--- src/rtl/calc_pkg.sv ---
`default_nettype none
// +----------------------------------------------------------------------+
// | Module      : calc_pkg                                               |
// | Description : Shared constants for the small-calculator front end:   |
// |               operation codes and command-sequencer state encoding.  |
// | Revision    : 1.0 - initial release                                  |
// +----------------------------------------------------------------------+
package calc_pkg;

  // Operation codes understood by the control unit
  localparam logic [1:0] OP_ADD = 2'd0;
  localparam logic [1:0] OP_SUB = 2'd1;
  localparam logic [1:0] OP_AND = 2'd2;
  localparam logic [1:0] OP_XOR = 2'd3;

  // Sequencer state encoding (plain constants so older blocks can share it)
  typedef logic [1:0] seq_state_t;
  localparam logic [1:0] ST_IDLE   = 2'd0;
  localparam logic [1:0] ST_LAUNCH = 2'd1;
  localparam logic [1:0] ST_BUSY   = 2'd2;

endpackage
`default_nettype wire

--- src/rtl/calc_debounce.sv ---
`default_nettype none
// +----------------------------------------------------------------------+
// | Module      : calc_debounce                                          |
// | Description : Two-flop synchroniser, stability-count debouncer and   |
// |               rising-edge detector for a raw push-button.            |
// | Revision    : 1.0 - initial release                                  |
// +----------------------------------------------------------------------+
module calc_debounce #(
  parameter int DEB_CYCLES = 100000
) (
  input  logic clk,
  input  logic rst,
  input  logic raw,
  output logic level,
  output logic rise
);

  // Counter only has to reach DEB_CYCLES-1 before it is cleared again
  localparam int CW = $clog2(DEB_CYCLES);
  localparam logic [CW-1:0] DEB_LAST = CW'(DEB_CYCLES - 1);

  logic          sync1_q;
  logic          sync2_q;
  logic          db_q;
  logic          db_d;
  logic          db_dly_q;
  logic [CW-1:0] dc_q;
  logic [CW-1:0] dc_d;

  // Count consecutive cycles where the synchronised input disagrees with
  // the debounced state; adopt the new value once it has held long enough
  always_comb begin
    dc_d = '0;
    db_d = db_q;
    if (sync2_q != db_q) begin
      if (dc_q == DEB_LAST) begin
        db_d = sync2_q;
      end else begin
        dc_d = dc_q + CW'(1);
      end
    end
  end

  // Synchroniser, debounce state and one-cycle delayed copy for edge detect
  always_ff @(posedge clk or posedge rst) begin
    if (rst) begin
      sync1_q  <= 1'b0;
      sync2_q  <= 1'b0;
      db_q     <= 1'b0;
      db_dly_q <= 1'b0;
      dc_q     <= '0;
    end else begin
      sync1_q  <= raw;
      sync2_q  <= sync1_q;
      db_q     <= db_d;
      db_dly_q <= db_q;
      dc_q     <= dc_d;
    end
  end

  assign level = db_q;
  assign rise  = db_q & ~db_dly_q;

endmodule
`default_nettype wire

--- src/rtl/calc_cmd_sequencer.sv ---
`default_nettype none
// +----------------------------------------------------------------------+
// | Module      : calc_cmd_sequencer                                     |
// | Description : Command front end for the calculator control unit:     |
// |               debounced GO press -> operand capture -> go pulse,     |
// |               completion tracking, overlap/timeout flags, counter.   |
// | Revision    : 1.0 - initial release                                  |
// +----------------------------------------------------------------------+
module calc_cmd_sequencer #(
  parameter int W          = 4,
  parameter int DEB_CYCLES = 100000,
  parameter int TIMEOUT    = 64
) (
  input  logic         clk,
  input  logic         rst,
  input  logic         btn_go,
  input  logic [1:0]   sw_op,
  input  logic [W-1:0] sw_in1,
  input  logic [W-1:0] sw_in2,
  input  logic         done,
  output logic         go,
  output logic [1:0]   op,
  output logic [W-1:0] in1,
  output logic [W-1:0] in2,
  output logic         busy,
  output logic         ack,
  output logic         err_overlap,
  output logic         err_timeout,
  output logic [7:0]   cmd_count
);

  import calc_pkg::*;

  localparam int TW = $clog2(TIMEOUT);
  localparam logic [TW-1:0] TO_LAST = TW'(TIMEOUT - 1);

  logic press;
  logic db_level;

  calc_debounce #(
    .DEB_CYCLES (DEB_CYCLES)
  ) u_debounce (
    .clk   (clk),
    .rst   (rst),
    .raw   (btn_go),
    .level (db_level),
    .rise  (press)
  );

  seq_state_t   state_q, state_d;
  logic [TW-1:0] tc_q, tc_d;
  logic [1:0]   op_q, op_d;
  logic [W-1:0] in1_q, in1_d;
  logic [W-1:0] in2_q, in2_d;
  logic         go_q, go_d;
  logic         busy_q, busy_d;
  logic         ack_q, ack_d;
  logic         ovl_q, ovl_d;
  logic         tmo_q, tmo_d;
  logic [7:0]   cnt_q, cnt_d;

  // Next-state logic; go/busy are derived from the next state so that the
  // registered outputs line up with the state they describe
  always_comb begin
    state_d = state_q;
    tc_d    = tc_q;
    op_d    = op_q;
    in1_d   = in1_q;
    in2_d   = in2_q;
    ack_d   = 1'b0;
    ovl_d   = ovl_q;
    tmo_d   = tmo_q;
    cnt_d   = cnt_q;
    case (state_q)
      ST_IDLE: begin
        if (press) begin
          state_d = ST_LAUNCH;
          op_d    = sw_op;
          in1_d   = sw_in1;
          in2_d   = sw_in2;
          ovl_d   = 1'b0;
          tmo_d   = 1'b0;
        end
      end
      ST_LAUNCH: begin
        state_d = ST_BUSY;
        tc_d    = '0;
        if (press) ovl_d = 1'b1;
      end
      ST_BUSY: begin
        tc_d = tc_q + TW'(1);
        if (press) ovl_d = 1'b1;
        // done takes priority over a coincident timeout
        if (done) begin
          state_d = ST_IDLE;
          ack_d   = 1'b1;
          cnt_d   = cnt_q + 8'd1;
        end else if (tc_q == TO_LAST) begin
          state_d = ST_IDLE;
          tmo_d   = 1'b1;
        end
      end
      default: state_d = ST_IDLE;
    endcase
    go_d   = (state_d == ST_LAUNCH);
    busy_d = (state_d != ST_IDLE);
  end

  // State and output registers, cleared immediately by the shared reset
  always_ff @(posedge clk or posedge rst) begin
    if (rst) begin
      state_q <= ST_IDLE;
      tc_q    <= '0;
      op_q    <= '0;
      in1_q   <= '0;
      in2_q   <= '0;
      go_q    <= 1'b0;
      busy_q  <= 1'b0;
      ack_q   <= 1'b0;
      ovl_q   <= 1'b0;
      tmo_q   <= 1'b0;
      cnt_q   <= '0;
    end else begin
      state_q <= state_d;
      tc_q    <= tc_d;
      op_q    <= op_d;
      in1_q   <= in1_d;
      in2_q   <= in2_d;
      go_q    <= go_d;
      busy_q  <= busy_d;
      ack_q   <= ack_d;
      ovl_q   <= ovl_d;
      tmo_q   <= tmo_d;
      cnt_q   <= cnt_d;
    end
  end

  assign go          = go_q;
  assign op          = op_q;
  assign in1         = in1_q;
  assign in2         = in2_q;
  assign busy        = busy_q;
  assign ack         = ack_q;
  assign err_overlap = ovl_q;
  assign err_timeout = tmo_q;
  assign cmd_count   = cnt_q;

  // The debounced level itself is not needed beyond edge detection
  logic unused_level;
  assign unused_level = db_level;

endmodule
`default_nettype wire

--- config.mk ---
export PLATFORM = sky130hd
export DESIGN_NAME = calc_cmd_sequencer
export DESIGN_NICKNAME = d
export VERILOG_FILES = /design/src/rtl/calc_pkg.sv /design/src/rtl/calc_debounce.sv /design/src/rtl/calc_cmd_sequencer.sv
export SDC_FILE = /design/constraint.sdc
export NUM_CORES = 1
export LEC_CHECK = 0
export ABC_AREA = 0
export BUFFER_PORTS_ARGS = -buffer_cell sky130_fd_sc_hd__buf_2
export CORE_ASPECT_RATIO = 0.75
export CORE_MARGIN = 5
export CORE_UTILIZATION = 58
export CTS_CLUSTER_SIZE = 16
export DETAILED_ROUTE_END_ITERATION = 10
export GPL_TIMING_DRIVEN = 0
export PLACE_DENSITY = 0.81
export REMOVE_ABC_BUFFERS = 1
export SLEW_MARGIN = 20
export SYNTH_ARGS = -nofsm -noshare
export SYNTH_HDL_FRONTEND = slang
export SYNTH_HIERARCHICAL = 1
export SYNTH_SLANG_ARGS = --single-unit
--- constraint.sdc ---
create_clock -name clk -period 4.3 [get_ports clk]
set_clock_uncertainty 0.1 [all_clocks]
set_input_delay 0.215 -clock clk [delete_from_list [all_inputs] [get_ports clk]]
set_output_delay 0.215 -clock clk [all_outputs]
set_load 0.02 [all_outputs]
==> results.txt <==
Vias in the first global route: 1684
Area of placed instances: 2600 um2
Clk_lat worst skew: 0.30 ns
Number of synthesized flops with an enable pin: 0
Crit-path cells: or4b_1 > nor4_2 > a41o_2 > nor2_1
Max_cap viols: 0
Crit Path Class: flop to flop
CTS tree: done
Final Cell Area: 2710 um2
Wire per inst: 14.2 um
Achievable Freq: 498 MHz
CP Launch Type: flop
Setup_tns: 0 ns
Clock transition at path regs: 0.09 ns
DR iter-0 viols: 69
FFs w/ async S/R, synth: 100%
Leakage power: 1.28 nW
Worst VDD drop: 0.288 mV
CTS Buffer Depth: 2
DRT Wirelength: 4.37 mm
Yosys reg bits: 52
FILL cells: 312
Multi-input gate area: 1000 um2
Tmin final: 2.01 ns
PD cells: 303 nW/um2
Largest net degree at the start of global routing: 32
RSZ-0062 raised after global routing: no
DRT Pass-1 Iters: 4
Gr usage total: 17.7%
Grt total ovfl: 0
Syn_area_per_cell: 11.4 um2
Worst Tran Pin Value: 0.803 ns
Worst hold path type: input port to flop
Final WS setup: 2.29 ns
Status: finished clean
Final Slew Violations: 0
Post-place setup slack: 2.30 ns
Slew Limit Headroom: 46.4%
Die Span X: 84.1 um
Post-route ant nets: 0
Fraction of layout cells with a size suffix above 1: 26.5%
CP max stage delay: 0.56 ns
Ys Warns: 6
Nets@finish: 273
Initial antenna violation count: 0
Seq. cell area: 1300 um2
CTS H-Tree Depth: 2
CP endpoint kind: flop
Clk sinks: 52
Seq/Total Area, Yosys: 54.5%
Area Growth Syn to Fin: 13.7%
Gpl congestion: 0.837
Most frequent cells in the layout: 52 x dfrtp_1, 36 x buf_2, 22 x nor2_1
Top Ports: 37
Cell count after synthesis: 210
Standard-cell rows: 20
Slowest CP cell: or4b_1
Commonest non-fill, non-tap cell in the layout: dfrtp_1
Die Area: 5510 um2
Synth Cell Area: 2390 um2
Core area: 4000 um2
Via density: 5.37
Global-route wire length before repair: 7.78 mm
Root buf cell: clkbuf_8
Final HPWL DP: 3.26 mm
Via count: 1653
IO buf count: 36
CTS buffer count: 5
Setup-failing EPs final: 0
CP required: 4.39 ns
Total power draw: 0.821 mW
Period utilization: 46.7%
Initial core utilization: 59.6%
Die height: 65.5 um
Synth cell types: 42
Final Hold Viols: 0
# Post-CTS Setup Buffers: 0
CP max FO: 16
Residual DRC count: 0
Crit path DAT: 2.09 ns
Prevailing post-synth register cell: dfrtp_1
# diodes: 0
-- sequential cells by signal, indices dropped and copies added, names as in the netlist --
signal / count
ack: 1
in2: 4
state_q: 2
u_debounce/sync2_q: 1
cmd_count: 8
op: 2
err_timeout: 1
in1: 4
u_debounce/db_dly_q: 1
u_debounce/dc_q: 17
u_debounce/level: 1
tc_q: 6
u_debounce/sync1_q: 1
go: 1
err_overlap: 1
busy: 1
-- cells in the mapped netlist (2+ instances only) --
cell | count | area [um2]
a21oi_1 | 5 | 25.0
a31oi_1 | 3 | 18.8
and3_1 | 2 | 12.5
dfrtp_1 | 52 | 1300
ha_1 | 7 | 87.6
inv_1 | 13 | 48.8
mux2_2 | 12 | 135
nand2_1 | 16 | 60.1
nand3_1 | 7 | 35.0
nand4_1 | 7 | 43.8
nor2_1 | 22 | 82.6
nor3_1 | 4 | 20.0
nor4_1 | 5 | 31.3
o21ai_0 | 5 | 25.0
o21ai_1 | 2 | 10.0
xnor2_1 | 14 | 123
xor2_1 | 9 | 78.8
-- worst paths after layout --
check                                   start  depth (start not counted)             endpoint  slack, ns
max                        u_debounce/dc_q[6]                          4   u_debounce/dc_q[7]       2.29
min                                 sw_in1[3]                          2               in1[3]       0.04
max reg2reg                u_debounce/dc_q[6]                          4   u_debounce/dc_q[7]       2.29
min reg2reg                u_debounce/sync1_q                          0   u_debounce/sync2_q       0.26
max in group asynchronous                 rst                          3  u_debounce/dc_q[11]       3.07
min in group asynchronous                 rst                          3               in1[0]       0.45
-- logic make-up (layout without fill, tap and decap cells) --
logic type / after synthesis / in the layout / share of synthesized area, %
multiplexers: 13 / 13 / 6.08
adder cells (fa/ha/maj): 7 / 7 / 3.67
flip-flops: 52 / 52 / 54.5
buffers and inverters: 16 / 59 / 3.36
AO/OA/AOI/OAI: 21 / 21 / 5.66
XOR/XNOR: 23 / 23 / 8.44
AND/OR/NAND/NOR: 78 / 78 / 18.2
-- layer usage --
| layer | vias up | global-route usage [%] | part of all wire (%) |
|---|---|---|---|
| li1 | 804 | - | - |
| met1 | 806 | 24.6 | 50 |
| met2 | 39 | 27.5 | 44 |
| met3 | 4 | 5.39 | 5.4 |
| met4 | 0 | 4.22 | 0.73 |
| met5 | - | 0 | 0 |
-- area by class of cell --
type                    count  area share [%]
multi-input cells         142            37.0
well taps                  55            2.54
clock inverters             2           0.600
flip-flops and latches     52            48.0
inverters                  13            1.80
clock buffers               6            2.68
repair buffers             38            7.38
-- what timing repair did --
action                    CTS  global route
hold endpoints to repair   53             0
gates resized for setup     0             0
hold buffers                2             0
-- per-stage QoR --
step | hold WS (ns) | cells | util, %
after global routing | 0.0240 | 308 | 67.8
after floorplan | 0.0915 | 207 | -
after global placement | 0.224 | 298 | 65.0
after CTS | 0.0314 | 308 | 67.8
after detailed placement | 0.228 | 298 | 65.0
final | 0.0387 | 308 | 67.8
-- critical path, delay by kind of cell, from the launching register on --
| kind | cells | cell delay, ns |
|---|---|---|
| compound gates | 1 | 0.43 |
| flops | 1 | 0.45 |
| simple gates | 3 | 0.92 |
-- report_power, final --
group / internal [mW] / leakage [nW] / switching, mW
clock: 0.116 / 0.0414 / 0.159
sequential: 0.497 / 0.694 / 0.00529
combinational: 0.0161 / 0.547 / 0.0271
Note: power is estimated with default switching activity, not from simulation.
